[src/rtl/glb_cfg_initiator.sv]
// glb_cfg_initiator: turns single cfg read/write commands into GLB cfg port
// sequences (setup / enable / hold) and returns one response per command.
`default_nettype none

module glb_cfg_initiator #(
  parameter int ADDR_WIDTH = 12,
  parameter int DATA_WIDTH = 32,
  parameter int TIMEOUT    = 64
) (
  input  logic                  clk,
  input  logic                  reset,
  input  logic                  req_valid,
  output logic                  req_ready,
  input  logic                  req_write,
  input  logic [ADDR_WIDTH-1:0] req_addr,
  input  logic [DATA_WIDTH-1:0] req_data,
  output logic                  resp_valid,
  input  logic                  resp_ready,
  output logic [DATA_WIDTH-1:0] resp_data,
  output logic                  resp_err,
  output logic                  if_cfg_wr_en,
  output logic                  if_cfg_wr_clk_en,
  output logic [ADDR_WIDTH-1:0] if_cfg_wr_addr,
  output logic [DATA_WIDTH-1:0] if_cfg_wr_data,
  output logic                  if_cfg_rd_en,
  output logic                  if_cfg_rd_clk_en,
  output logic [ADDR_WIDTH-1:0] if_cfg_rd_addr,
  input  logic [DATA_WIDTH-1:0] if_cfg_rd_data,
  input  logic                  if_cfg_rd_data_valid
);

  typedef enum logic [3:0] {
    IDLE     = 4'd0,
    WR_SETUP = 4'd1,
    WR_EN    = 4'd2,
    WR_HOLD  = 4'd3,
    RD_SETUP = 4'd4,
    RD_EN    = 4'd5,
    RD_WAIT  = 4'd6,
    RD_HOLD  = 4'd7,
    RESP     = 4'd8
  } state_t;

  localparam logic [7:0] TO_LAST = 8'(TIMEOUT - 1);

  state_t     state;
  logic [7:0] wait_cnt;

  // Every output is assigned for the state being entered, so outputs are registered.
  always_ff @(posedge clk) begin
    if (!reset) begin
      state            <= IDLE;
      wait_cnt         <= 8'd0;
      req_ready        <= 1'b0;
      resp_valid       <= 1'b0;
      resp_data        <= '0;
      resp_err         <= 1'b0;
      if_cfg_wr_en     <= 1'b0;
      if_cfg_wr_clk_en <= 1'b0;
      if_cfg_wr_addr   <= '0;
      if_cfg_wr_data   <= '0;
      if_cfg_rd_en     <= 1'b0;
      if_cfg_rd_clk_en <= 1'b0;
      if_cfg_rd_addr   <= '0;
    end else begin
      case (state)
        IDLE: begin
          if (req_valid && req_ready) begin
            req_ready <= 1'b0;
            if (req_write) begin
              state            <= WR_SETUP;
              if_cfg_wr_clk_en <= 1'b1;
              if_cfg_wr_addr   <= req_addr;
              if_cfg_wr_data   <= req_data;
            end else begin
              state            <= RD_SETUP;
              if_cfg_rd_clk_en <= 1'b1;
              if_cfg_rd_addr   <= req_addr;
            end
          end else begin
            req_ready <= 1'b1;
          end
        end
        WR_SETUP: begin
          state        <= WR_EN;
          if_cfg_wr_en <= 1'b1;
        end
        WR_EN: begin
          state        <= WR_HOLD;
          if_cfg_wr_en <= 1'b0;
        end
        WR_HOLD: begin
          state            <= RESP;
          if_cfg_wr_clk_en <= 1'b0;
          if_cfg_wr_addr   <= '0;
          if_cfg_wr_data   <= '0;
          resp_valid       <= 1'b1;
          resp_data        <= '0;
          resp_err         <= 1'b0;
        end
        RD_SETUP: begin
          state        <= RD_EN;
          if_cfg_rd_en <= 1'b1;
          wait_cnt     <= 8'd0;
        end
        RD_EN: begin
          if_cfg_rd_en <= 1'b0;
          if (if_cfg_rd_data_valid) begin
            state     <= RD_HOLD;
            resp_data <= if_cfg_rd_data;
            resp_err  <= 1'b0;
          end else begin
            state <= RD_WAIT;
          end
        end
        RD_WAIT: begin
          // A late valid on the last allowed cycle still wins over the timeout.
          if (if_cfg_rd_data_valid) begin
            state     <= RD_HOLD;
            resp_data <= if_cfg_rd_data;
            resp_err  <= 1'b0;
          end else if (wait_cnt == TO_LAST) begin
            state     <= RD_HOLD;
            resp_data <= '0;
            resp_err  <= 1'b1;
          end else begin
            wait_cnt <= wait_cnt + 8'd1;
          end
        end
        RD_HOLD: begin
          state            <= RESP;
          if_cfg_rd_clk_en <= 1'b0;
          if_cfg_rd_addr   <= '0;
          resp_valid       <= 1'b1;
        end
        RESP: begin
          if (resp_ready) begin
            state      <= IDLE;
            resp_valid <= 1'b0;
            resp_data  <= '0;
            resp_err   <= 1'b0;
            req_ready  <= 1'b1;
          end
        end
        default: begin
          state <= IDLE;
        end
      endcase
    end
  end

endmodule

`default_nettype wire

[config.mk]
export PLATFORM = sky130hd
export DESIGN_NAME = glb_cfg_initiator
export DESIGN_NICKNAME = d
export VERILOG_FILES = /design/src/rtl/glb_cfg_initiator.sv
export SDC_FILE = /design/constraint.sdc
export NUM_CORES = 1
export LEC_CHECK = 0
export CORE_AREA = 2 2 103 105
export CTS_BUF_LIST = sky130_fd_sc_hd__clkbuf_8
export CTS_CLUSTER_DIAMETER = 200
export DETAILED_ROUTE_END_ITERATION = 8
export DIE_AREA = 0 0 105 107
export GPL_TIMING_DRIVEN = 0
export PLACE_DENSITY = 0.82
export SLEW_MARGIN = 0
export SYNTH_ARGS = -nofsm -noshare
export SYNTH_HDL_FRONTEND = slang
export SYNTH_SLANG_ARGS = --single-unit
[constraint.sdc]
create_clock -name clk -period 4.55 [get_ports clk]
set_input_delay 0.91 -clock clk [delete_from_list [all_inputs] [get_ports clk]]
set_output_delay 0.91 -clock clk [all_outputs]
set_load 0.005 [all_outputs]
==> impl_metrics.env, run 1 <==
export IMPL_post_route_period_util_pct=56.1
export IMPL_mappedNetlistNets=426
export IMPL_slowest_delay_ns=0.55
export IMPL_n_antenna_cell=0
export IMPL_wl_um=11400
export IMPL_ir_drop_mv=0.232
export IMPL_fin_nets=612
export IMPL_switching_share_pct=30.5
export IMPL_cts_buffers=9
export IMPL_syn_area_um2=3950
export IMPL_finalPower_mw=2.41
export IMPL_final_util_pct=60.2
export IMPL_p_sw_uw=735
export IMPL_required_ns=4.87
export IMPL_final_cell_count_no_fill=670
export IMPL_status="finished clean"
export IMPL_rsz0062_at_grt="no"
export IMPL_synth_cell_types=50
export IMPL_antenna_left=0
export IMPL_area_growth_syn_to_layout_pct=53.8
export IMPL_root_buffer="clkbuf_8"
export IMPL_setup_tns_final_ns=0
export IMPL_cts_hold_buf=0
export IMPL_gp_congestion=0.915
export IMPL_cap_violations=0
export IMPL_min_path_type="reg -> reg"
export IMPL_pwr_share_clk_pct=24.4
export IMPL_place_hpwl_um=8720
export IMPL_timing_hold_ws_ns=0.474
export IMPL_synth_main_ff_cell="dfxtp_1"
export IMPL_post_route_drc_count=0
export IMPL_die_area_um2=11200
export IMPL_dieWidth_um=105
export IMPL_fin_crit_ns=2.55
export IMPL_p_seq_share_pct=44.6
export IMPL_fillers=850
export IMPL_cts_tree="done"
export IMPL_cp_arrival_ns=2.87
export IMPL_fin_worst_skew_ns=0.00604
export IMPL_setup_violations_final=0
export IMPL_post_cts_buffers=0
export IMPL_cts_sinks=107
export IMPL_drv_slew=0
export IMPL_power_leakage_nw=2.17
export IMPL_final_layout_size_suffix_gt1_share_pct=8.99
export IMPL_antenna_found_initial=0
export IMPL_ys_warnings_count=0
export IMPL_p_comb_share_pct=31.0
export IMPL_insertion_delay_ns=0.37
export IMPL_num_vias=3639
export IMPL_critPathKind="in -> reg"
export IMPL_end_kind="register"
export IMPL_synth_area_per_cell_um2=11.5
export IMPL_h_tree_depth=3
export IMPL_dp_cells=654
export IMPL_netlist_area_leader_share_pct=54.3
export IMPL_cp_cell_sequence="clkdlybuf4s50_1, nand3_1, o21ai_0, a21oi_2, clkbuf_1, a32o_1"
export IMPL_p_per_area_nw_per_um2=398
export IMPL_crit_family="buffers and inverters"
export IMPL_fmax_mhz=392
export IMPL_grt_pass1_wl_um=17900
export IMPL_slowest_stage="clkdlybuf4s50_1"
export IMPL_async_reset_ff_share_pct=0
export IMPL_slew_headroom_pct=62.6
export IMPL_timing_hold_violations_final=0
export IMPL_synth_edff_count=0
export IMPL_start_util_pct=39.1
export IMPL_synthTopCellsByArea="dfxtp_1, a32o_1, a22o_1"
export IMPL_vias_per_cell=5.43
export IMPL_worst_pin_slew_ns=0.547
export IMPL_cp_start_kind="input pin"
export IMPL_drt_wirelength_per_cell_um=17.1
export IMPL_port_buffers=175
export IMPL_grt_pass1_vias=3622
export IMPL_drtIter0Drc=184
export IMPL_crit_buf_inv=2
export IMPL_grt_overflow=0
export IMPL_path_max_fanout=10
export IMPL_die_h_um=107
export IMPL_cts_buffer_depth=2
export IMPL_num_io_pins=177
export IMPL_synth_seq_cells=107
export IMPL_grt_max_degree=18
export IMPL_post_cts_resized=0
export IMPL_seq_area_frac_synth_pct=54.3
export IMPL_syn_inst=343
export IMPL_synth_largest_area_cell="dfxtp_1"
export IMPL_clkTransAtPathRegs_ns=0.10
export IMPL_yosysMostFrequentCell="dfxtp_1"
export IMPL_core_area_um2=10100
export IMPL_p_int_mw=1.68
export IMPL_drt_first_pass_iters=4
export IMPL_synthTopCellsByCount="dfxtp_1, a32o_1, a22o_1"
export IMPL_rows=37
export IMPL_grt_util_all_layers_pct=19.8
-- cell families after synthesis --
kind of cell             count (synthesis)  share of synthesized area, %
AO/OA/AOI/OAI                          128                          28.6
flip-flops                             107                          54.3
AND/OR/NAND/NOR                         67                          10.5
buffers and inverters                   39                          6.18
XOR/XNOR                                 1                         0.222
adder cells (fa/ha/maj)                  1                         0.317
-- sequential cells by signal, indices dropped and copies added, names as in the netlist --
signal            flops
if_cfg_wr_en          1
if_cfg_rd_addr       12
if_cfg_rd_en          1
if_cfg_wr_data       32
if_cfg_rd_clk_en      1
resp_data            32
resp_valid            1
if_cfg_wr_clk_en      1
resp_err              1
state                 4
wait_cnt              8
req_ready             1
if_cfg_wr_addr       12
-- per-layer routing --
| layer | share of wire [%] | global-route usage (%) | routed length [µm] |
|---|---|---|---|
| met3 | 8.0 | 6.50 | 917 |
| met2 | 49 | 34.7 | 5590 |
| met1 | 42 | 22.8 | 4790 |
| met4 | 1.3 | 6.38 | 149 |
| met5 | 0 | 0 | 0 |
-- metrics by stage --
stage,cell area (µm²),worst slack [ns]
final,6070,2.00
after global placement,5870,1.63
after detailed placement,5870,1.63
after CTS,6070,2.02
after floorplan,3950,2.40
after global routing,6070,1.84
-- path summary, 6_finish.rpt --
kind,slack [ns],from,cells after the start,end
max reg2reg,2.53,wait_cnt[0]$_SDFFE_PN0P_,6,resp_data[30]$_SDFFE_PN0P_
min reg2reg,0.47,if_cfg_wr_addr[5]$_SDFFE_PN0P_,1,if_cfg_wr_addr[5]$_SDFFE_PN0P_
max,2.00,req_write,6,if_cfg_wr_addr[4]$_SDFFE_PN0P_
min,0.47,if_cfg_wr_addr[5]$_SDFFE_PN0P_,1,if_cfg_wr_addr[5]$_SDFFE_PN0P_
-- final cells by class --
| class | count | area [µm²] | area share [%] |
|---|---|---|---|
| plain buffers | 33 | 221 | 3.65 |
| clock buffers | 10 | 138 | 2.27 |
| clock inverters | 6 | 65.1 | 1.07 |
| inverters | 6 | 22.5 | 0.371 |
| multi-input cells | 197 | 1560 | 25.7 |
| flip-flops and latches | 107 | 2140 | 35.3 |
| well taps | 136 | 170 | 2.80 |
| repair buffers | 175 | 1750 | 28.8 |
-- power by group through the flow --
stage | clock (mW) | combinational (mW) | sequential, mW
floorplan | 0 | 0.430 | 1.10
global placement | 0 | 0.725 | 1.09
detailed placement | 0 | 0.745 | 1.10
CTS | 0.606 | 0.748 | 1.08
global route | 0.638 | 0.811 | 1.09
finish | 0.590 | 0.748 | 1.08
-- layout by cell type, fill, tap and decap left out, drive strengths merged, types with 2 or more instances in the layout --
cell type	netlist	final
nand4bb	2	2
a22o	33	33
or3	3	3
nand3	8	8
nand4	2	2
a21oi	13	13
clkdlybuf4s50	0	175
o21a	2	2
inv	6	8
a32o	56	56
dfxtp	107	107
nand2	11	11
nor3	10	10
o31ai	3	3
a211oi	3	3
nand2b	5	5
clkinvlp	0	2
clkbuf	12	22
nor2	14	14
buf	21	21
o21ai	6	6
or4	2	2
and3	2	2
Power figures use the tool's default switching activity.
==> run 2, diff against run 1 <==
==> constraint.sdc (replaced) <==
create_clock -name clk -period 2.5 [get_ports clk]
set_input_delay 0.5 -clock clk [delete_from_list [all_inputs] [get_ports clk]]
set_output_delay 0.5 -clock clk [all_outputs]
set_load 0.005 [all_outputs]
==> results of run 2 <==
The final DEF is identical to that of run 1. Status: finished clean.
Main changes from that run: setup slack after placement 1.63 ns -> -0.00544 ns; setup slack after layout 2.00 ns -> 0.358 ns; register-to-register setup slack 2.53 ns -> 0.48 ns; total power 2.41 mW -> 4.39 mW; worst IR drop on VDD 0.232 mV -> 0.422 mV
